**config.mk**
```make
export PLATFORM = sky130hd
export DESIGN_NAME = cache_flush_sequencer_flat
export DESIGN_NICKNAME = d
export VERILOG_FILES = /design/src/rtl/cache_flush_sequencer_pkg.sv /design/src/rtl/cache_flush_sequencer_if.sv /design/src/rtl/cache_flush_sequencer_phase_timer.sv /design/src/rtl/cache_flush_sequencer.sv /design/src/flat_wrapper.sv
export SDC_FILE = /design/constraint.sdc
export NUM_CORES = 1
export LEC_CHECK = 0
export ABC_CLOCK_PERIOD_IN_PS = 2200
export CORE_MARGIN = 10
export CORE_UTILIZATION = 40
export DETAILED_ROUTE_END_ITERATION = 12
export HOLD_SLACK_MARGIN = 0.1
export PLACE_DENSITY_LB_ADDON = 0.15
export SETUP_SLACK_MARGIN = 0.15
export SYNTH_ARGS = -nofsm -noshare
export SYNTH_HDL_FRONTEND = slang
export SYNTH_SLANG_ARGS = --single-unit
```
**constraint.sdc**
```tcl
create_clock -name clk -period 2.2 [get_ports clk]
set_input_delay 0.66 -clock clk [delete_from_list [all_inputs] [get_ports clk]]
set_output_delay 0.66 -clock clk [all_outputs]
set_load 0.05 [all_outputs]
```
**src/rtl/cache_flush_sequencer_pkg.sv**
```systemverilog
// rtl/cache_flush_sequencer_pkg.sv - shared types and constants for the cache flush sequencer
package cache_flush_sequencer_pkg;

   localparam int FLUSH_TIMEOUT_CYCLES      = 4096;
   localparam int FLUSH_COUNT_DEFAULT_WIDTH = 16;

   typedef enum logic [2:0] {
      S_IDLE      = 3'd0,
      S_MEM_DRAIN = 3'd1,
      S_DC_REQ    = 3'd2,
      S_DC_WAIT   = 3'd3,
      S_IC_REQ    = 3'd4,
      S_IC_WAIT   = 3'd5,
      S_DONE      = 3'd6
   } flush_seq_state_e;

   typedef logic [FLUSH_COUNT_DEFAULT_WIDTH-1:0] flush_count_path_t;

   // Phases in which the sequencer is waiting on something outside itself.
   function automatic logic phase_timed(flush_seq_state_e s);
      return (s != S_IDLE) && (s != S_DONE);
   endfunction

endpackage

```
**src/rtl/cache_flush_sequencer_if.sv**
```systemverilog
// rtl/cache_flush_sequencer_if.sv - flush handshake bundle between core, memory controller and caches
interface cache_flush_sequencer_if #(
   parameter int FLUSH_COUNT_WIDTH = 16
);
   logic                         flushReq;
   logic                         flushReqAck;
   logic                         flushBusy;
   logic                         memAccessBusy;
   logic                         dcFlushReq;
   logic                         dcFlushReqAck;
   logic                         dcFlushComplete;
   logic                         icFlushReq;
   logic                         icFlushReqAck;
   logic                         icFlushComplete;
   logic                         flushComplete;
   logic                         flushTimeout;
   logic [FLUSH_COUNT_WIDTH-1:0] flushCount;

   modport master (
      input  flushReq, memAccessBusy,
      input  dcFlushReqAck, dcFlushComplete, icFlushReqAck, icFlushComplete,
      output flushReqAck, flushBusy, dcFlushReq, icFlushReq,
      output flushComplete, flushTimeout, flushCount
   );

   modport slave (
      output flushReq, memAccessBusy,
      output dcFlushReqAck, dcFlushComplete, icFlushReqAck, icFlushComplete,
      input  flushReqAck, flushBusy, dcFlushReq, icFlushReq,
      input  flushComplete, flushTimeout, flushCount
   );
endinterface

```
**src/rtl/cache_flush_sequencer_phase_timer.sv**
```systemverilog
// rtl/cache_flush_sequencer_phase_timer.sv - saturating per-phase cycle counter with expiry strobe
module cache_flush_sequencer_phase_timer #(
   parameter int TIMEOUT_CYCLES = 4096
) (
   input  logic clk,
   input  logic rst,
   input  logic clear,
   input  logic enable,
   output logic expire
);
   localparam int TW = $clog2(TIMEOUT_CYCLES + 1);
   localparam logic [TW-1:0] LIMIT = TW'(TIMEOUT_CYCLES);

   logic [TW-1:0] count_q;

   always_ff @(posedge clk or posedge rst) begin
      if (rst) begin
         count_q <= '0;
      end else if (clear) begin
         count_q <= '0;
      end else if (enable && (count_q != LIMIT)) begin
         count_q <= count_q + 1'b1;
      end
   end

   // Strobes on the cycle whose increment lands the count on LIMIT.
   assign expire = enable && !clear && (count_q == LIMIT - 1'b1);

endmodule

```
**src/rtl/cache_flush_sequencer.sv**
```systemverilog
// rtl/cache_flush_sequencer.sv - orders DCache writeback, ICache invalidate and the completion broadcast
module cache_flush_sequencer
   import cache_flush_sequencer_pkg::*;
#(
   parameter int TIMEOUT_CYCLES    = FLUSH_TIMEOUT_CYCLES,
   parameter int FLUSH_COUNT_WIDTH = FLUSH_COUNT_DEFAULT_WIDTH
) (
   input  logic                     clk,
   input  logic                     rst,
   cache_flush_sequencer_if.master  bus
);
   flush_seq_state_e             state_q;
   flush_seq_state_e             state_d;
   logic                         dc_req_q;
   logic                         ic_req_q;
   logic                         busy_q;
   logic                         complete_q;
   logic                         timeout_q;
   logic [FLUSH_COUNT_WIDTH-1:0] count_q;
   logic                         accept;
   logic                         expire;

   // The ack must read low while rst is held even if the core keeps its request up.
   assign accept = !rst && (state_q == S_IDLE) && bus.flushReq;

   always_comb begin
      state_d = state_q;
      unique case (state_q)
         S_IDLE:      if (bus.flushReq) state_d = S_MEM_DRAIN;
         S_MEM_DRAIN: if (!bus.memAccessBusy) state_d = S_DC_REQ;
         S_DC_REQ: begin
            if (bus.dcFlushReqAck && bus.dcFlushComplete) state_d = S_IC_REQ;
            else if (bus.dcFlushReqAck)                   state_d = S_DC_WAIT;
         end
         S_DC_WAIT:   if (bus.dcFlushComplete) state_d = S_IC_REQ;
         S_IC_REQ: begin
            if (bus.icFlushReqAck && bus.icFlushComplete) state_d = S_DONE;
            else if (bus.icFlushReqAck)                   state_d = S_IC_WAIT;
         end
         S_IC_WAIT:   if (bus.icFlushComplete) state_d = S_DONE;
         S_DONE:      state_d = S_IDLE;
         default:     state_d = S_IDLE;
      endcase
   end

   cache_flush_sequencer_phase_timer #(
      .TIMEOUT_CYCLES (TIMEOUT_CYCLES)
   ) u_phase_timer (
      .clk    (clk),
      .rst    (rst),
      .clear  (state_d != state_q),
      .enable (phase_timed(state_q)),
      .expire (expire)
   );

   // Outputs are decoded from the next state so they line up with the state register.
   always_ff @(posedge clk or posedge rst) begin
      if (rst) begin
         state_q    <= S_IDLE;
         dc_req_q   <= 1'b0;
         ic_req_q   <= 1'b0;
         busy_q     <= 1'b0;
         complete_q <= 1'b0;
         timeout_q  <= 1'b0;
         count_q    <= '0;
      end else begin
         state_q    <= state_d;
         dc_req_q   <= (state_d == S_DC_REQ);
         ic_req_q   <= (state_d == S_IC_REQ);
         busy_q     <= (state_d != S_IDLE);
         complete_q <= (state_d == S_DONE);
         if (state_q == S_DONE) begin
            count_q <= count_q + 1'b1;
         end
         if (accept) begin
            timeout_q <= 1'b0;
         end else if (expire) begin
            timeout_q <= 1'b1;
         end
      end
   end

   assign bus.flushReqAck   = accept;
   assign bus.flushBusy     = busy_q;
   assign bus.dcFlushReq    = dc_req_q;
   assign bus.icFlushReq    = ic_req_q;
   assign bus.flushComplete = complete_q;
   assign bus.flushTimeout  = timeout_q;
   assign bus.flushCount    = count_q;

endmodule

```
**src/flat_wrapper.sv**
```systemverilog
// flat-port wrapper written by rule: the top's interface ports become plain ports
module cache_flush_sequencer_flat import cache_flush_sequencer_pkg::*;
#(
   parameter int TIMEOUT_CYCLES    = FLUSH_TIMEOUT_CYCLES,
   parameter int FLUSH_COUNT_WIDTH = FLUSH_COUNT_DEFAULT_WIDTH
)
  (clk, rst, bus_flushReq, bus_memAccessBusy, bus_dcFlushReqAck, bus_dcFlushComplete, bus_icFlushReqAck, bus_icFlushComplete, bus_flushReqAck, bus_flushBusy, bus_dcFlushReq, bus_icFlushReq, bus_flushComplete, bus_flushTimeout, bus_flushCount);
  cache_flush_sequencer_if #(.FLUSH_COUNT_WIDTH(FLUSH_COUNT_WIDTH)) bus_i ();
  input  logic clk;
  input  logic rst;
  input wire logic [$bits(bus_i.flushReq)-1:0] bus_flushReq;
  input wire logic [$bits(bus_i.memAccessBusy)-1:0] bus_memAccessBusy;
  input wire logic [$bits(bus_i.dcFlushReqAck)-1:0] bus_dcFlushReqAck;
  input wire logic [$bits(bus_i.dcFlushComplete)-1:0] bus_dcFlushComplete;
  input wire logic [$bits(bus_i.icFlushReqAck)-1:0] bus_icFlushReqAck;
  input wire logic [$bits(bus_i.icFlushComplete)-1:0] bus_icFlushComplete;
  output wire logic [$bits(bus_i.flushReqAck)-1:0] bus_flushReqAck;
  output wire logic [$bits(bus_i.flushBusy)-1:0] bus_flushBusy;
  output wire logic [$bits(bus_i.dcFlushReq)-1:0] bus_dcFlushReq;
  output wire logic [$bits(bus_i.icFlushReq)-1:0] bus_icFlushReq;
  output wire logic [$bits(bus_i.flushComplete)-1:0] bus_flushComplete;
  output wire logic [$bits(bus_i.flushTimeout)-1:0] bus_flushTimeout;
  output wire logic [$bits(bus_i.flushCount)-1:0] bus_flushCount;
  assign bus_i.flushReq = bus_flushReq;
  assign bus_i.memAccessBusy = bus_memAccessBusy;
  assign bus_i.dcFlushReqAck = bus_dcFlushReqAck;
  assign bus_i.dcFlushComplete = bus_dcFlushComplete;
  assign bus_i.icFlushReqAck = bus_icFlushReqAck;
  assign bus_i.icFlushComplete = bus_icFlushComplete;
  assign bus_flushReqAck = bus_i.flushReqAck;
  assign bus_flushBusy = bus_i.flushBusy;
  assign bus_dcFlushReq = bus_i.dcFlushReq;
  assign bus_icFlushReq = bus_i.icFlushReq;
  assign bus_flushComplete = bus_i.flushComplete;
  assign bus_flushTimeout = bus_i.flushTimeout;
  assign bus_flushCount = bus_i.flushCount;
  cache_flush_sequencer #(.TIMEOUT_CYCLES(TIMEOUT_CYCLES), .FLUSH_COUNT_WIDTH(FLUSH_COUNT_WIDTH)) u_core (.clk(clk), .rst(rst), .bus(bus_i));
endmodule
```
==> results of run 1 <==
## final timing paths
check / endpoint / slack [ns] / from
hold reg to reg: u_core.bus.flushCount[15]$_DFFE_PP0N_ / 0.47 / u_core.bus.flushCount[15]$_DFFE_PP0N_
max in group asynchronous: u_core.state_q[1]$_DFF_PP0_ / 1.14 / rst
hold / removal: u_core.bus.flushCount[15]$_DFFE_PP0N_ / 0.47 / u_core.bus.flushCount[15]$_DFFE_PP0N_
setup / recovery: bus_flushReqAck / 0.18 / rst
min in group asynchronous: u_core.bus.flushComplete$_DFF_PP0_ / 0.72 / rst
setup reg to reg: u_core.u_phase_timer.count_q[9]$_DFFE_PP0P_ / 0.30 / u_core.state_q[2]$_DFF_PP0_
## metrics by stage
step / area (um^2) / hold WS (ns) / TNS [ns]
after floorplan: 1950 / 0.516 / 0
after global placement: 2320 / 0.461 / -2.53
after detailed placement: 2320 / 0.464 / -2.84
after CTS: 2480 / 0.474 / 0
after global routing: 2500 / 0.503 / 0
final: 2500 / 0.471 / 0
## timing repair
item                                    4_1_cts  5_1_grt
pin swaps                                     1        4
gates resized for setup                      17        5
setup buffers                                 3        2
endpoints found under the setup margin       20       16
## cells by family (layout without fill, tap and decap cells)
| kind of cell | after synthesis | count (layout) |
|---|---|---|
| buffers and inverters | 19 | 63 |
| AND/OR/NAND/NOR | 71 | 71 |
| XOR/XNOR | 22 | 22 |
| multiplexers | 2 | 2 |
| flip-flops | 37 | 37 |
| AO/OA/AOI/OAI | 30 | 30 |
| adder cells (fa/ha/maj) | 3 | 3 |
## registers in the layout, summed over array words and instances (netlist names)
signal and count:
u_core.bus.dcFlushReq 1, u_core.bus.flushBusy 1, u_core.bus.flushComplete 1, u_core.bus.flushCount 16
u_core.bus.flushTimeout 1, u_core.bus.icFlushReq 1, u_core.state_q 3, u_core.u_phase_timer.count_q 13
## worst register-to-register path: stages (launching register included)
cell,delay (ns)
sky130_fd_sc_hd__dfrtp_2,0.42
sky130_fd_sc_hd__buf_4,0.19
sky130_fd_sc_hd__xor2_4,0.27
sky130_fd_sc_hd__o2111ai_2,0.25
sky130_fd_sc_hd__or4_1,0.55
sky130_fd_sc_hd__a21oi_2,0.16
## final cells by class
cell class | instances | area, um^2 | share of cell area
tap | 67 | 83.8 | 0.0335
clock buffer | 6 | 82.6 | 0.0330
inverter | 10 | 37.5 | 0.0150
multi-input combinational | 128 | 948 | 0.379
sequential | 37 | 928 | 0.371
timing repair buffer | 45 | 383 | 0.153
clock inverter | 2 | 37.5 | 0.0150
## cell usage after synthesis, drive strengths merged, types with 5 or more instances
cell type / instances / area share
dfrtp: 37 / 0.48
xor2: 15 / 0.077
nor2: 12 / 0.031
inv: 10 / 0.019
a21oi: 8 / 0.028
nand3: 8 / 0.021
nand2: 7 / 0.014
xnor2: 7 / 0.032
buf: 6 / 0.025
nor3: 5 / 0.013
nor4: 5 / 0.016
o2111ai: 5 / 0.026
o21ai: 5 / 0.013
## per-layer routing
metal	vias up	track usage	routed length, um
met5	-	0	0
met4	0	0.0477	61
met3	8	0.0271	210
met2	28	0.174	2020
met1	729	0.152	2010
li1	738	-	-
## power breakdown
part | internal, mW | switching [mW] | leakage, nW | total (mW)
Combinational | 0.425 | 0.621 | 0.584 | 1.05
Sequential | 0.775 | 0.120 | 0.501 | 0.895
Clock | 0.369 | 0.249 | 0.0574 | 0.618
==> summary by stage, run 1 <==
Run status
The flow ran to the end, and the final reports show no timing, DRC or antenna violations.

Yosys
In this run, synthesis inferred 0 flip-flops with an integrated enable. The Yosys step of the flow raised 0 warnings. The mux contribution to synthesized area is 0.0116. After technology mapping, the gate count stands at 184. After synthesis, the share of flip-flops with an asynchronous set or reset is 1.00.

In this run, synthesis produced a sequential element count of 37. The post-synthesis adder-cell area fraction is 0.0194. Of the total synthesized cell area, the portion taken by XOR and XNOR cells is 0.109. Of the synthesized area, sequential elements account for 0.478. The number of distinct library cells after synthesis is 47. The fraction of the mapped netlist area in compound gates came to 0.114. The cell area that synthesis handed to floorplanning was 1940 um^2.

The main combinational cell family by area after synthesis is simple AND/OR/NAND/NOR gates. Of the total synthesized cell area, the portion taken by AND, OR, NAND and NOR gates is 0.218. The average cell area after synthesis is 10.5 um^2. The dominant synthesized flop cell is sky130_fd_sc_hd__dfrtp_1. The net count after synthesis is 195.

Route
The first TritonRoute pass finished after 4 iterations. After detailed routing, the number of remaining DRC violations is 0. The remaining antenna violation count is 0. Dividing the detail-routed wire length by the instance count gives 14.6 um.

The routed layout has 1503 vias. The routed wire length is 4300 um. The detailed router finished its first iteration with 55 violations. The detailed-route vias per instance is 5.09.

Clock tree
The number of sinks on the clock net is 37. The longest clock path from root to sink contains 2 buffers. The total CTS buffers is 5.

The later-pin clock latency in the skew report is 0.29 ns. Clock-pin slew was measured on the worst setup and hold paths at 0.08 ns. The maximum level of the CTS H-tree is 2. TritonCTS built the clock tree. Buffers inserted to repair hold after CTS numbered 0. The root buffer cell chosen for the clock tree is sky130_fd_sc_hd__clkbuf_8.

Run
The max-capacitance violation count is 0.

Cells and area
The leading cell type in the layout, fill and taps excluded is sky130_fd_sc_hd__dfrtp_1. The number of filler cells placed in the layout is 428. The fraction of final layout cells sized beyond drive strength 1 is 0.281. The repair_antennas step left the layout with diodes totalling 0. The library cells used most frequently in the layout, excluding fill and tap cells, are sky130_fd_sc_hd__dfrtp_1, sky130_fd_sc_hd__buf_4, sky130_fd_sc_hd__xor2_1, sky130_fd_sc_hd__inv_1. The layout overhead on the synthesized area is 29.1%. Once layout is complete, the utilization of the core stands at 0.530. In the final design database the tool counted 238 nets. The count of non-filler cells in the finished layout is 295.

Placement
The routability-driven placement congestion ratio is 0.771. Detailed placement finished with a half-perimeter wire length of 3110 um. Including well taps, the total number of placed cells is 282.

The pre-CTS setup slack is -0.249 ns. Input and output buffers added on the ports amount to 29.

Timing
Setup violations remaining at the end of the flow were counted as 0. The final worst-path cycle share is 0.917. The time the worst path needs with I/O delays and setup is 2.02 ns. Clock skew on the completed layout was measured at 0.00730 ns. The slew of the pin with the lowest slew margin is 0.491 ns. The number of pins exceeding their max-slew limit in the final report was 0. The highest achievable clock rate is 496 MHz. The number of endpoints with negative hold slack in the final report is 0. The tightest slew margin relative to the limit is 0.668. The minimum setup slack in the final design is 0.182 ns. Setup repair after global routing left no endpoint under its margin.

GRT
The number of antenna violations at the first check in global routing is 0. The total routing usage reported by global routing is 0.114. The first global-routing pass estimated 7110 um of wire. The final global-route overflow total is 0.

The via count of the first global-routing pass is 1456. The largest net degree at the start of global routing is 38.

Power and ir drop
The static power due to leakage is 1.14 nW. The final total power is 2.56 mW. Dividing total power by cell area gives a power density of 1020 nW/um^2.

Across the VDD grid, the largest voltage drop is 0.578 mV.

Die
The die footprint is 8030 um^2. The starting density of the core is 0.410. The die is 89.6 um wide. The boundary pin count is 30. The die height is 89.6 um.

After floorplanning, the core was divided into 25 placement rows. The core region is 4720 um^2.

Worst setup path
Walking the worst path, the cells encountered are clkdlybuf4s15_1 > nor4_4 > buf_12. For the worst flop-to-flop path, the logic depth is 5. The master of the slowest instance on the critical path is sky130_fd_sc_hd__nor4_4. The worst setup path is launched from an input pin.

The worst endpoint required time is 1.54 ns. The number of stages on the worst setup path is 3. The category of cells accounting for the largest share of critical-path delay is buffers and inverters.

The worst stage delay on the critical path is 0.31 ns. The number of buffers and inverters on the critical path is 2. The critical path start-end classification is in2out.

STA puts the critical path data arrival time at 1.36 ns. The type of element capturing the critical path is an output port. The maximum net fanout on the critical path is 2.

Worst hold path
Along the worst hold path, the cell count comes to 1. The worst hold path belongs to the class reg2reg.
(Power assumes the default switching activity.)
==> run 2, diff against run 1 <==
==> constraint.sdc (replaced) <==
create_clock -name clk -period 2.2 [get_ports clk]
set_input_delay 0.66 -clock clk [delete_from_list [all_inputs] [get_ports clk]]
set_output_delay 0.66 -clock clk [all_outputs]
set_load 0.005 [all_outputs]
==> run 2 against run 1 <==
  * Global-route usage rose by 0.83 points
  * Final area increased by 4.2%
  * Critical path depth increased by 12
  * Maximum frequency fell by 2.3%
  * Sequential cell count did not move
  * Clock-buffer cell count did not move
  * Wire length grew 2.1%
  * Via count increased by 4.4%
  * Sequential power down 2%
  * Highest routed layer unchanged
==> summary by stage, run 2 (synthesis gave the netlist of run 1 again) <==
Clock tree
The clock tree from TritonCTS is built. The clock passes through at most 2 buffers. The tree is rooted in a sky130_fd_sc_hd__clkbuf_8. Clock latency on the worst-skew pair, taken at its later pin, is 0.28 ns.

Clock-pin slew was measured on the worst setup and hold paths at 0.07 ns. After clock tree synthesis, the flow added hold-fix buffers numbering 0. The maximum level of the CTS H-tree is 2. The total CTS buffers is 5. The number of sinks on the clock net is 37.

Worst setup path
The critical path start-end classification is in2reg. The arrival time of data at the critical path endpoint is 2.28 ns. The critical path goes through buf_2 > nand2b_4 > nor4_4 > buf_4 > buf_4 > buf_4 > buf_4 > buf_4 > buf_6 > buf_6 > buf_6 > buf_6 > buf_6 > buf_6 > o22ai_2. The master of the slowest instance on the critical path is sky130_fd_sc_hd__buf_4. Counting stages on the worst path, the most repeated cell is sky130_fd_sc_hd__buf_6. At the worst endpoint, the required time is 2.41 ns.

The worst setup path is launched from an input pin. The type of element capturing the critical path is a register. The maximum net fanout on the critical path is 2. On the worst path, the slowest cell contributes a delay of 0.14 ns.

Timing
Derived from the worst setup path, the maximum achievable clock frequency is 484 MHz. Setup violations remaining at the end of the flow were counted as 0. The tightest slew margin relative to the limit is 0.687. The number of endpoints with negative hold slack in the final report came to 0. Across all hold checks on the routed design, the worst slack comes to 0.466 ns. At the pin with the least slew margin, the transition time is 0.470 ns. The final worst-path cycle share is 0.938. The number of pins exceeding their max-slew limit in the final report is 0. The routed design could run at a clock period as short as 2.06 ns. Between clock sinks in the finished design, the worst skew comes to 0.00520 ns. Setup repair after global routing could not meet its margin everywhere.

Route
The first TritonRoute pass finished after 4 iterations. The routed wire length is 4390 um. The DRC violation count after routing is 0. Using the TritonRoute via totals, the vias-per-cell ratio works out to 5.16. The detail route stage leaves a number of antenna-violating nets equal to 0. After detailed routing, the average wire length per cell comes to 14.4 um. The vias after detailed routing is 1569. The DRC marker count from the first detailed-route iteration is 34.

Die
The boundary pin count is 30. The floorplan step defined a die boundary enclosing 8030 um^2. The region available for standard cell placement spans 4720 um^2.

The starting density of the core is 0.410. The die span in x is 89.6 um. The initialized floorplan defines 25 standard-cell rows. The die is 89.6 um tall.

GRT
The first global-routing pass estimated 7710 um of wire. After global routing the overflow that remains totals 0. The largest net degree at the start of global routing is 38. The via count of the first global-routing pass is 1684. The number of antenna violations at the first check in global routing is 0. For this run, the total global-route usage over all layers was measured as 0.123.

Power and ir drop
For this design the total switching power over the nets is 813 uW. The internal cell power is 1.52 mW. Summed over all cells, the static leakage comes to 1.13 nW. The clock power share is 0.197.

For this design the ratio of total power to cell area is 894 nW/um^2. The portion of total power attributed to combinational logic is 0.427. IR analysis of the VDD net gives a maximum drop of 0.481 mV. The sequential fraction of design power is 0.376.

The net switching fraction of the power is 0.349.

Cells and area
The leading cell type in the layout, fill and taps excluded is sky130_fd_sc_hd__dfrtp_1. The number of filler cells placed in the layout is 413. The number of antenna diodes is 0. The top cell types in the final layout, fill and taps aside, are sky130_fd_sc_hd__dfrtp_1, sky130_fd_sc_hd__clkdlybuf4s50_1, sky130_fd_sc_hd__buf_4, sky130_fd_sc_hd__xor2_1, sky130_fd_sc_hd__inv_1. In the final layout, the share of cells above drive strength 1 is 0.266.

After routing the design area is 2610 um^2. The register with the most flip-flops in the layout has 16 of them. The final net count is 247.

The layout overhead on the synthesized area is 34.4%. The count of non-filler cells in the finished layout is 304.

Run
The max-capacitance violation count is 0.

Placement
The congestion estimate from routability-driven global placement came to 0.865. In this run, placement finished with an instance count of 285. In this run the cell area measured after placement is 2360 um^2. Input and output buffers added on the ports amount to 29.

The sum of net half-perimeters after detailed placement is 3080 um.

Worst hold path
The type of the most critical hold path is reg2reg.

Run status
The run finished with clean final reports.
-- run 2: cell types whose count changed in the layout (fill, tap and decap cells not counted), sizes merged --
cell	delta
bufinv	-1
clkinv	+2
buf	-5
dlygate4sd2	-6
clkinvlp	-1
clkdlybuf4s15	-2
clkbuf	+1
dlymetal6s2s	-1
clkdlybuf4s50	+22
-- run 2: per-stage QoR --
stage               TNS, ns  power (mW)   util  setup WS [ns]
detailed placement    -3.66        1.71  0.499         -0.597
finish                    0        2.33  0.552          0.135
global route              0        2.48  0.552         0.0918
global placement      -3.23        1.68  0.499         -0.504
CTS                       0        2.28  0.541          0.158
floorplan                 0        1.41      -          0.290
-- run 2: critical path, delay by kind of cell --
kind,cells,cell delay [ns]
buf+inv,12,1.34
compound gates,1,0.14
simple gates,2,0.13
-- run 2: area by class of cell --
class | count | area (um^2) | share of cell area
tap | 67 | 83.8 | 0.0322
inverter | 10 | 37.5 | 0.0144
multi-input combinational | 128 | 978 | 0.376
sequential | 37 | 926 | 0.355
timing repair buffer | 54 | 497 | 0.191
clock inverter | 2 | 10.0 | 0.00384
clock buffer | 6 | 72.6 | 0.0279
-- run 2: metal layers --
metal  GRT usage  routed length, um  up-vias  part of all wire
met4      0.0491                 86        0             0.020
met3      0.0379                232       10             0.053
li1            -                  -      752                 -
met5           0                  0        -                 0
met1       0.142               1910      775              0.44
met2       0.206               2160       32              0.49
-- run 2: what timing repair did --
item,in CTS,in global routing
setup endpoints to repair,16,18
buffers inserted,10,1
gates resized for setup,23,11
pin swaps,3,4
-- run 2: worst paths after layout --
kind	to	slack, ns	cells past startpoint	from
max in group asynchronous	u_core.u_phase_timer.count_q[6]$_DFFE_PP0P_	1.37	3	rst
setup reg to reg	u_core.bus.flushTimeout$_DFFE_PP0P_	0.18	13	u_core.state_q[0]$_DFF_PP0_
setup / recovery	u_core.bus.flushTimeout$_DFFE_PP0P_	0.14	15	bus_flushReq
hold / removal	u_core.bus.flushCount[15]$_DFFE_PP0N_	0.47	1	u_core.bus.flushCount[15]$_DFFE_PP0N_
hold reg to reg	u_core.bus.flushCount[15]$_DFFE_PP0N_	0.47	1	u_core.bus.flushCount[15]$_DFFE_PP0N_
min in group asynchronous	u_core.bus.flushCount[2]$_DFFE_PP0N_	0.50	3	rst
-- run 2: power by group through the flow --
stage                     clock [mW]  combinational, mW  sequential, mW
final                          0.458              0.994           0.877
after global routing           0.500               1.09           0.892
after CTS                      0.467              0.947           0.866
after detailed placement           0              0.836           0.875
after global placement             0              0.812           0.871
after floorplan                    0              0.560           0.849
